--- src/rtl/inst_fetch_pkg.sv ---
// Shared widths and the fetch queue entry layout for the NECPU fetch stage.
// The optional zero-word halt is selected with the FETCH_HALT_ZERO_EN macro.
package inst_fetch_pkg;

  localparam int INST_BUS_WIDTH = 32;
  localparam int INST_ADDR_BUS  = 32;

  typedef struct packed {
    logic [INST_ADDR_BUS-1:0]  pc;
    logic [INST_BUS_WIDTH-1:0] inst;
  } fetch_entry_t;

  localparam int FETCH_ENTRY_W = $bits(fetch_entry_t);

endpackage

--- src/rtl/fetch_queue.sv ---
// Register-output FIFO for fetched {pc, inst} pairs.
// Flush beats push; a push into a full queue is only taken when a pop frees a slot.
module fetch_queue #(
  parameter int DEPTH = 2,
  parameter int WIDTH = 64
) (
  input  logic                       clk,
  input  logic                       rst_n,
  input  logic                       push,
  input  logic                       pop,
  input  logic                       flush,
  input  logic [WIDTH-1:0]           din,
  output logic [WIDTH-1:0]           dout,
  output logic [$clog2(DEPTH):0]     count,
  output logic                       full,
  output logic                       empty
);

  localparam int PW = $clog2(DEPTH);
  localparam int CW = PW + 1;

  logic [WIDTH-1:0] mem_q [DEPTH];
  logic [WIDTH-1:0] mem_d [DEPTH];
  logic [PW-1:0]    head_q, head_d;
  logic [PW-1:0]    tail_q, tail_d;
  logic [CW-1:0]    count_q, count_d;
  logic             do_push, do_pop;

  assign full  = (count_q == CW'(DEPTH));
  assign empty = (count_q == '0);
  assign count = count_q;
  assign dout  = mem_q[head_q];

  // Next-state for storage, pointers and occupancy.
  always_comb begin
    mem_d   = mem_q;
    head_d  = head_q;
    tail_d  = tail_q;
    count_d = count_q;
    do_pop  = pop & ~empty;
    do_push = push & (~full | do_pop);
    if (flush) begin
      head_d  = '0;
      tail_d  = '0;
      count_d = '0;
    end else begin
      if (do_push) begin
        mem_d[tail_q] = din;
        tail_d        = tail_q + PW'(1);
      end
      if (do_pop) begin
        head_d = head_q + PW'(1);
      end
      if (do_push && !do_pop) begin
        count_d = count_q + CW'(1);
      end else if (do_pop && !do_push) begin
        count_d = count_q - CW'(1);
      end
    end
  end

  // Queue state registers; reset empties the queue at once.
  always_ff @(posedge clk or negedge rst_n) begin
    if (!rst_n) begin
      for (int i = 0; i < DEPTH; i++) mem_q[i] <= '0;
      head_q  <= '0;
      tail_q  <= '0;
      count_q <= '0;
    end else begin
      mem_q   <= mem_d;
      head_q  <= head_d;
      tail_q  <= tail_d;
      count_q <= count_d;
    end
  end

endmodule

--- src/rtl/inst_fetch.sv ---
// NECPU fetch stage: owns the PC, addresses the combinational instMem and
// queues {pc, inst} pairs towards decode. Redirect flushes and reloads the PC.
// Define FETCH_HALT_ZERO_EN to stop fetching on an all-zero instruction word.
module inst_fetch
  import inst_fetch_pkg::*;
#(
  parameter logic [INST_ADDR_BUS-1:0] RESET_PC = '0,
  parameter int                       DEPTH    = 2
) (
  input  logic                      clk,
  input  logic                      rst_n,
  output logic [INST_ADDR_BUS-1:0]  imem_addr,
  input  logic [INST_BUS_WIDTH-1:0] imem_inst,
  output logic                      if_valid,
  input  logic                      if_ready,
  output logic [INST_BUS_WIDTH-1:0] if_inst,
  output logic [INST_ADDR_BUS-1:0]  if_pc,
  input  logic                      redirect_valid,
  input  logic [INST_ADDR_BUS-1:0]  redirect_pc,
  output logic                      halted
);

  localparam int CW = $clog2(DEPTH) + 1;

  logic [INST_ADDR_BUS-1:0] pc_q, pc_d;
  logic                     pop, fetch, push, zero_word;
  logic                     q_full, q_empty;
  // Occupancy is available from the queue but fetch only needs full/empty.
  logic [CW-1:0]            q_count_unused;
  fetch_entry_t             q_din, q_dout;

  assign imem_addr = pc_q;
  assign pop       = if_valid & if_ready;
  assign if_valid  = ~q_empty;
  assign if_pc     = q_dout.pc;
  assign if_inst   = q_dout.inst;
  assign q_din     = '{pc: pc_q, inst: imem_inst};

  // Fetch/redirect decision and next PC.
  always_comb begin
    zero_word = 1'b0;
`ifdef FETCH_HALT_ZERO_EN
    zero_word = (imem_inst == '0);
`endif
    fetch = ~redirect_valid & ~halted & (~q_full | pop);
    push  = fetch & ~zero_word;
    pc_d  = pc_q;
    if (redirect_valid) begin
      pc_d = redirect_pc;
    end else if (push) begin
      pc_d = pc_q + INST_ADDR_BUS'(1);
    end
  end

  // PC register.
  always_ff @(posedge clk or negedge rst_n) begin
    if (!rst_n) pc_q <= RESET_PC;
    else        pc_q <= pc_d;
  end

`ifdef FETCH_HALT_ZERO_EN
  logic halted_q, halted_d;

  assign halted = halted_q;

  // Halt sets on a fetched zero word; only a redirect clears it.
  always_comb begin
    halted_d = halted_q;
    if (redirect_valid)          halted_d = 1'b0;
    else if (fetch && zero_word) halted_d = 1'b1;
  end

  // Halt flag register.
  always_ff @(posedge clk or negedge rst_n) begin
    if (!rst_n) halted_q <= 1'b0;
    else        halted_q <= halted_d;
  end
`else
  assign halted = 1'b0;
`endif

  fetch_queue #(
    .DEPTH (DEPTH),
    .WIDTH (FETCH_ENTRY_W)
  ) u_queue (
    .clk   (clk),
    .rst_n (rst_n),
    .push  (push),
    .pop   (pop),
    .flush (redirect_valid),
    .din   (q_din),
    .dout  (q_dout),
    .count (q_count_unused),
    .full  (q_full),
    .empty (q_empty)
  );

endmodule
--- config.mk ---
export PLATFORM = sky130hd
export DESIGN_NAME = inst_fetch
export DESIGN_NICKNAME = d
export VERILOG_FILES = /design/src/rtl/inst_fetch_pkg.sv /design/src/rtl/fetch_queue.sv /design/src/rtl/inst_fetch.sv
export SDC_FILE = /design/constraint.sdc
export NUM_CORES = 1
export LEC_CHECK = 0
export ABC_AREA = 1
export CAP_MARGIN = 20
export CORE_ASPECT_RATIO = 1.4
export CORE_MARGIN = 2
export CORE_UTILIZATION = 28
export CTS_BUF_LIST = sky130_fd_sc_hd__clkbuf_8
export CTS_CLUSTER_SIZE = 10
export DETAILED_ROUTE_END_ITERATION = 7
export PLACE_DENSITY = 0.55
export SLEW_MARGIN = 20
export SYNTH_ARGS = -nofsm -noshare
export SYNTH_HDL_FRONTEND = slang
export SYNTH_SLANG_ARGS = --single-unit
--- constraint.sdc ---
create_clock -name clk -period 1.7 [get_ports clk]
set_input_delay 0.425 -clock clk [delete_from_list [all_inputs] [get_ports clk]]
set_output_delay 0.425 -clock clk [all_outputs]
set_load 0.005 [all_outputs]
==> results of run 1 <==
-- cells by family (layout without fill, tap and decap cells) --
family,count (synthesis),in the layout,synth area share (%)
flip-flops,164,164,48.7
AND/OR/NAND/NOR,608,608,28.2
XOR/XNOR,8,8,0.831
AO/OA/AOI/OAI,156,156,13.6
other,1,1,0.0445
buffers and inverters,134,411,8.46
adder cells (fa/ha/maj),1,1,0.148
-- worst min-delay path by stage --
stage / startpoint / endpoint / slack, ns / depth (start not counted)
global placement: rst_n / u_queue.mem_q[101] / 0.32 / 1
floorplan: rst_n / imem_addr[0] / 0.13 / 0
detailed placement: rst_n / u_queue.mem_q[101] / 0.32 / 1
global route: rst_n / u_queue.mem_q[106] / 0.39 / 2
CTS: rst_n / u_queue.mem_q[103] / 0.36 / 2
finish: rst_n / u_queue.mem_q[101] / 0.39 / 2
-- worst register-to-register path, stage by stage (launching register included) --
cell      delay [ns]
dfrtp_2         0.42
clkinv_4        0.08
buf_12          0.13
buf_12          0.13
buf_16          0.13
buf_8           0.12
buf_4           0.14
buf_4           0.13
o21ai_0         0.14
a21oi_1         0.05
-- power by group --
| part | total, uW | switching, uW | internal, uW |
|---|---|---|---|
| combinational | 4100 | 2100 | 2010 |
| sequential | 5280 | 573 | 4710 |
| clock | 3300 | 1530 | 1770 |
-- metal layers --
metal / wire length (um) / up-vias / track usage (%)
li1: - / 3881 / -
met5: 0 / - / 0
met3: 1010 / 25 / 2.70
met1: 11300 / 3756 / 22.2
met4: 591 / 0 / 5.83
met2: 14300 / 167 / 31.2
-- state kept, by name (all words and copies together) (netlist names) --
register	flops
imem_addr	32
u_queue.head_q	1
u_queue.tail_q	1
u_queue.mem_q	128
u_queue.count	2
-- through the flow --
| step | worst slack, ns | total power, uW |
|---|---|---|
| after floorplan | 0.171 | 7030 |
| after global placement | -0.240 | 8800 |
| after detailed placement | -0.245 | 8860 |
| after CTS | -0.492 | 12700 |
| after global routing | -0.527 | 13500 |
| final | -0.441 | 12700 |
-- layout make-up --
cell class	instances	area (um^2)	share of cell area (%)
clock buffer	21	289	2.31
clock inverter	11	173	1.38
sequential	164	4130	33.0
timing repair buffer	296	2980	23.8
inverter	83	319	2.55
multi-input combinational	774	4150	33.1
tap	385	482	3.85
-- placed cells by master (no fill, tap or decap), types with 27 or more instances in the layout --
cell type and count:
buf_4 76, dlygate4sd2_1 27, nor2_1 53, o21ai_2 93, nand3_1 37, inv_1 75, dfrtp_1 147, buf_2 54
nand2_2 110, nand2_1 355, o21ai_1 31, clkdlybuf4s50_1 66
-- repair_timing --
action / 4_1_cts / 5_1_grt
hold endpoints to repair: 22 / 0
gates resized for setup: 487 / 65
endpoints found under the setup margin: 98 / 98
buffers inserted: 58 / 6
hold buffers: 1 / 0
cloned: 14 / 1
pin swaps: 48 / 5
==> results.sh, run 1 <==
export IMPL_outcome="finished with violations"
export IMPL_violations="setup timing"
export IMPL_synth_seq_area_share_pct=48.7
export IMPL_worstPathRequired_ns=1.27
export IMPL_synth_most_common_cell="nand2_1"
export IMPL_synth_edf_count=0
export IMPL_cts_clk_slew_worst_paths_ns=0.08
export IMPL_core_rowCount=75
export IMPL_area_delta_synth_final_pct=48.5
export IMPL_rr_worst_depth=9
export IMPL_synthFlopType="dfrtp_1"
export IMPL_end_kind="output pin"
export IMPL_drt_iter0_drc=517
export IMPL_rsz0062_at_grt="true"
export IMPL_die_h_um=209
export IMPL_grt_max_degree=54
export IMPL_wl_mm=27.1
export IMPL_cp_endpoint="if_pc[15]"
export IMPL_antenna_found_initial=0
export IMPL_initial_utilization_pct=28.3
export IMPL_synthCells=1072
export IMPL_cts_tree="yes"
export IMPL_die_x_um=151
export IMPL_critPathSlowestCell="dfrtp_2"
export IMPL_drive_gt1_share_pct=37.5
export IMPL_synth_net_count=1141
export IMPL_ios=166
export IMPL_drc=0
export IMPL_ir_drop_mv=0.511
export IMPL_path_cells="clkinv_4 -> buf_12 -> buf_6 -> buf_16 -> buf_8 -> nand2_2 -> nand2_2 -> buf_2"
export IMPL_clock_sinks=164
export IMPL_postSynth_asyncResetShare_pct=100
export IMPL_dp_hpwl_mm=17.5
export IMPL_p_per_area_nw_per_um2=1010
export IMPL_gp_congestion=0.831
export IMPL_avgSynthCellArea_um2=7.86
export IMPL_grt_ovfl_total=0
export IMPL_hold_viol_final=0
export IMPL_yosysTopAreaCell="dfrtp_1"
export IMPL_whs_ns=0.388
export IMPL_fp_dieArea_um2=31500
export IMPL_nets=1405
export IMPL_setup_tns_ns=-23.02
export IMPL_synth_top_area_share_pct=48.7
export IMPL_cts_buffers=17
export IMPL_drv_slew=0
export IMPL_hold_path_class="input pin to async pin"
export IMPL_ys_seq_elements=164
export IMPL_placed_cells=1626
export IMPL_port_buffers=164
export IMPL_crit_fanout=5
export IMPL_crit_top_cell="nand2_2"
export IMPL_max_freq_mhz=467
export IMPL_clk_latency_ns=0.48
export IMPL_synthDistinctLibCells=29
export IMPL_timing_rr_start="u_queue.head_q"
export IMPL_place_area_um2=10800
export IMPL_crit_start="u_queue.head_q"
export IMPL_utilization_pct=41.9
export IMPL_cts_max_level=4
export IMPL_cap_viol_max_count=0
export IMPL_cts_buffer_depth=2
export IMPL_fin_area_um2=12500
export IMPL_first_global_vias=7874
export IMPL_fin_cells=1734
export IMPL_num_vias=7829
export IMPL_arrival_ns=1.72
export IMPL_crit_family="buffers and inverters"
export IMPL_fin_crit_sh_pct=126
export IMPL_syn_cell_area_um2=8430
export IMPL_synth_commonest_cells="nand2_1, dfrtp_1, o21ai_2"
export IMPL_fillers=3044
export IMPL_r2r_end="u_queue.head_q"
export IMPL_avgRoutedWirePerCell_um=15.7
export IMPL_synthTopCellsByArea="dfrtp_1, nand2_1, o21ai_2"
export IMPL_startpoint_type="flip-flop"
export IMPL_grt_total_usage_pct=17.8
export IMPL_core_um2=29800
export IMPL_clockRootBuffer="clkbuf_8"
export IMPL_crit_type="flip-flop to output pin"
export IMPL_setup_viol_count_final=64
export IMPL_diodes=0
export IMPL_max_stage_delay_ns=0.42
export IMPL_first_pass_iters=5
export IMPL_ant_nets=0
export IMPL_r2r_slack_ns=0.10
export IMPL_min_period_ns=2.14
export IMPL_vias_per_cell=4.51
export IMPL_yosys_warnings=0
export IMPL_fin_worst_skew_ns=0.0151
export IMPL_grt_pass1_wl_mm=42.9
export IMPL_critPathBufInv=6
export IMPL_leakagePower_uw=0.00615
export IMPL_critical_path_depth=8
export IMPL_fin_ws_ns=-0.441
(Power assumes the default switching activity.)
==> inputs of run 2 (changes only) <==
--- a/config.mk
+++ b/config.mk
@@ -9,11 +9,11 @@
 export CAP_MARGIN = 20
 export CORE_ASPECT_RATIO = 1.4
 export CORE_MARGIN = 2
-export CORE_UTILIZATION = 28
+export CORE_UTILIZATION = 45
 export CTS_BUF_LIST = sky130_fd_sc_hd__clkbuf_8
 export CTS_CLUSTER_SIZE = 10
 export DETAILED_ROUTE_END_ITERATION = 7
-export PLACE_DENSITY = 0.55
+export PLACE_DENSITY = 0.77
 export SLEW_MARGIN = 20
 export SYNTH_ARGS = -nofsm -noshare
 export SYNTH_HDL_FRONTEND = slang
==> run 2 against run 1 <==
Effect of this change:
- the run still ends with setup timing left
- sequential power about the same
- first-iteration DRC count grew 25%
- die area decreased by 37%
- flip-flop and latch count is the same
- global-route usage is 6.3 points higher
- power is 4.8% lower
- sequential share of layout area rose by 1.2 points
- final area fell by 3.6%
- routed wire length is 12% lower
- critical path type unchanged
==> results.sh, run 2 (same netlist as run 1, synthesis figures left out) <==
export IMPL_outcome="finished with violations"
export IMPL_violations="setup timing"
export IMPL_avgRoutedWirePerCell_um=15.1
export IMPL_hold_viol_final=0
export IMPL_cts_tree="yes"
export IMPL_rsz0062_at_grt="true"
export IMPL_end_kind="output pin"
export IMPL_utilization_pct=65.4
export IMPL_fin_worst_skew_ns=0.0197
export IMPL_grt_ovfl_total=0
export IMPL_placed_cells=1475
export IMPL_antenna_found_initial=0
export IMPL_grt_total_usage_pct=24.1
export IMPL_drt_iter0_drc=645
export IMPL_fin_cells=1585
export IMPL_worstPathRequired_ns=1.27
export IMPL_fin_crit_sh_pct=127
export IMPL_drv_slew=0
export IMPL_core_rowCount=59
export IMPL_hold_path_class="input pin to async pin"
export IMPL_crit_type="flip-flop to output pin"
export IMPL_largest_register_ffs=128
export IMPL_drc=0
export IMPL_arrival_ns=1.73
export IMPL_max_freq_mhz=465
export IMPL_top_register="u_queue.mem_q"
export IMPL_clk_latency_ns=0.44
export IMPL_fp_dieArea_um2=19900
export IMPL_vias_per_cell=5.00
export IMPL_grt_pass1_wl_mm=38.1
export IMPL_cts_max_level=4
export IMPL_cts_buffer_depth=2
export IMPL_r2r_slack_ns=0.05
export IMPL_die_h_um=166
export IMPL_crit_fanout=6
export IMPL_startpoint_type="flip-flop"
export IMPL_diodes=0
export IMPL_die_x_um=120
export IMPL_rr_worst_depth=7
export IMPL_num_vias=7926
export IMPL_gp_congestion=0.880
export IMPL_cts_clk_slew_worst_paths_ns=0.10
export IMPL_nets=1397
export IMPL_initial_utilization_pct=45.7
export IMPL_fin_ws_ns=-0.453
export IMPL_wl_mm=24.0
export IMPL_mostFrequentLayoutCell="nand2_1"
export IMPL_pre_cts_slack_ns=-0.173
export IMPL_port_buffers=164
export IMPL_timing_rr_start="imem_addr[0]"
export IMPL_min_period_ns=2.15
export IMPL_p_per_area_nw_per_um2=1000
export IMPL_fillers=1545
export IMPL_core_um2=18500
export IMPL_area_delta_synth_final_pct=43.2
export IMPL_ant_nets=0
export IMPL_dp_hpwl_mm=15.8
export IMPL_clock_sinks=164
export IMPL_leakagePower_uw=0.00608
export IMPL_cts_buffers=17
export IMPL_first_pass_iters=5
export IMPL_first_global_vias=7781
export IMPL_clockRootBuffer="clkbuf_8"
export IMPL_final_cell_mix="nand2_1, dfrtp_1, o21ai_2"
export IMPL_setup_viol_count_final=64
export IMPL_grt_max_degree=43
export IMPL_cap_viol_max_count=0
export IMPL_drive_gt1_share_pct=33.8
export IMPL_ios=166
export IMPL_ir_drop_mv=0.534
export IMPL_r2r_end="imem_addr[6]"
-- run 2: how the worst max path moves through the flow --
stage	startpoint	to	slack [ns]
4_1_cts	u_queue.head_q	if_inst[15]	-0.52
5_1_grt	u_queue.head_q	if_pc[19]	-0.51
3_3_place_gp	u_queue.head_q	if_pc[7]	-0.16
3_5_place_dp	u_queue.head_q	if_pc[10]	-0.17
2_1_floorplan	u_queue.head_q	if_inst[12]	0.17
6_report	u_queue.head_q	if_pc[23]	-0.45
-- run 2: metrics by stage --
stage / hold slack (ns) / instance area [um^2] / setup TNS (ns) / power (uW)
floorplan: 0.129 / 8430 / 0 / 7030
global placement: 0.360 / 10500 / -17.03 / 8670
detailed placement: 0.368 / 10500 / -22.98 / 8770
CTS: 0.445 / 11400 / -21.96 / 11700
global route: 0.478 / 12100 / -25.70 / 12800
finish: 0.450 / 12100 / -22.05 / 12100
-- run 2: timing repair --
item / 4_1_cts / 5_1_grt
cloned: 6 / 4
hold buffers: 1 / 0
pin swaps: 5 / 33
hold endpoints to repair: 32 / 0
buffers inserted: 52 / 21
resized for setup: 325 / 168
endpoints found under the setup margin: 97 / 83
-- run 2: layout make-up --
type / count / area [um^2] / share of cell area (%)
Sequential cell: 164 / 4120 / 34.2
Tap cell: 244 / 305 / 2.53
Inverter: 83 / 322 / 2.66
Clock buffer: 18 / 248 / 2.05
Multi-Input combinational cell: 774 / 4070 / 33.7
Clock inverter: 14 / 150 / 1.24
Timing Repair Buffer: 288 / 2850 / 23.6
-- run 2: routing by layer --
layer,routed length [um],global-route usage (%),share of wire [%]
met5,0,0,0
met3,1020,3.81,4.3
met2,12600,41.8,52
met1,9640,29.1,40
met4,749,11.5,3.1
-- run 2: critical path, cell delays in order, from the launching register on --
cell and delay [ns]:
dfrtp_2 0.49, buf_12 0.16, buf_8 0.12, buf_12 0.12, clkbuf_16 0.16, nand2_1 0.07, nand2_2 0.06, buf_2 0.13
-- run 2: where the power goes --
group / switching (uW) / internal [uW]
combinational: 2020 / 1920
clock: 1500 / 1360
sequential: 569 / 4710
total: 4090 / 7990
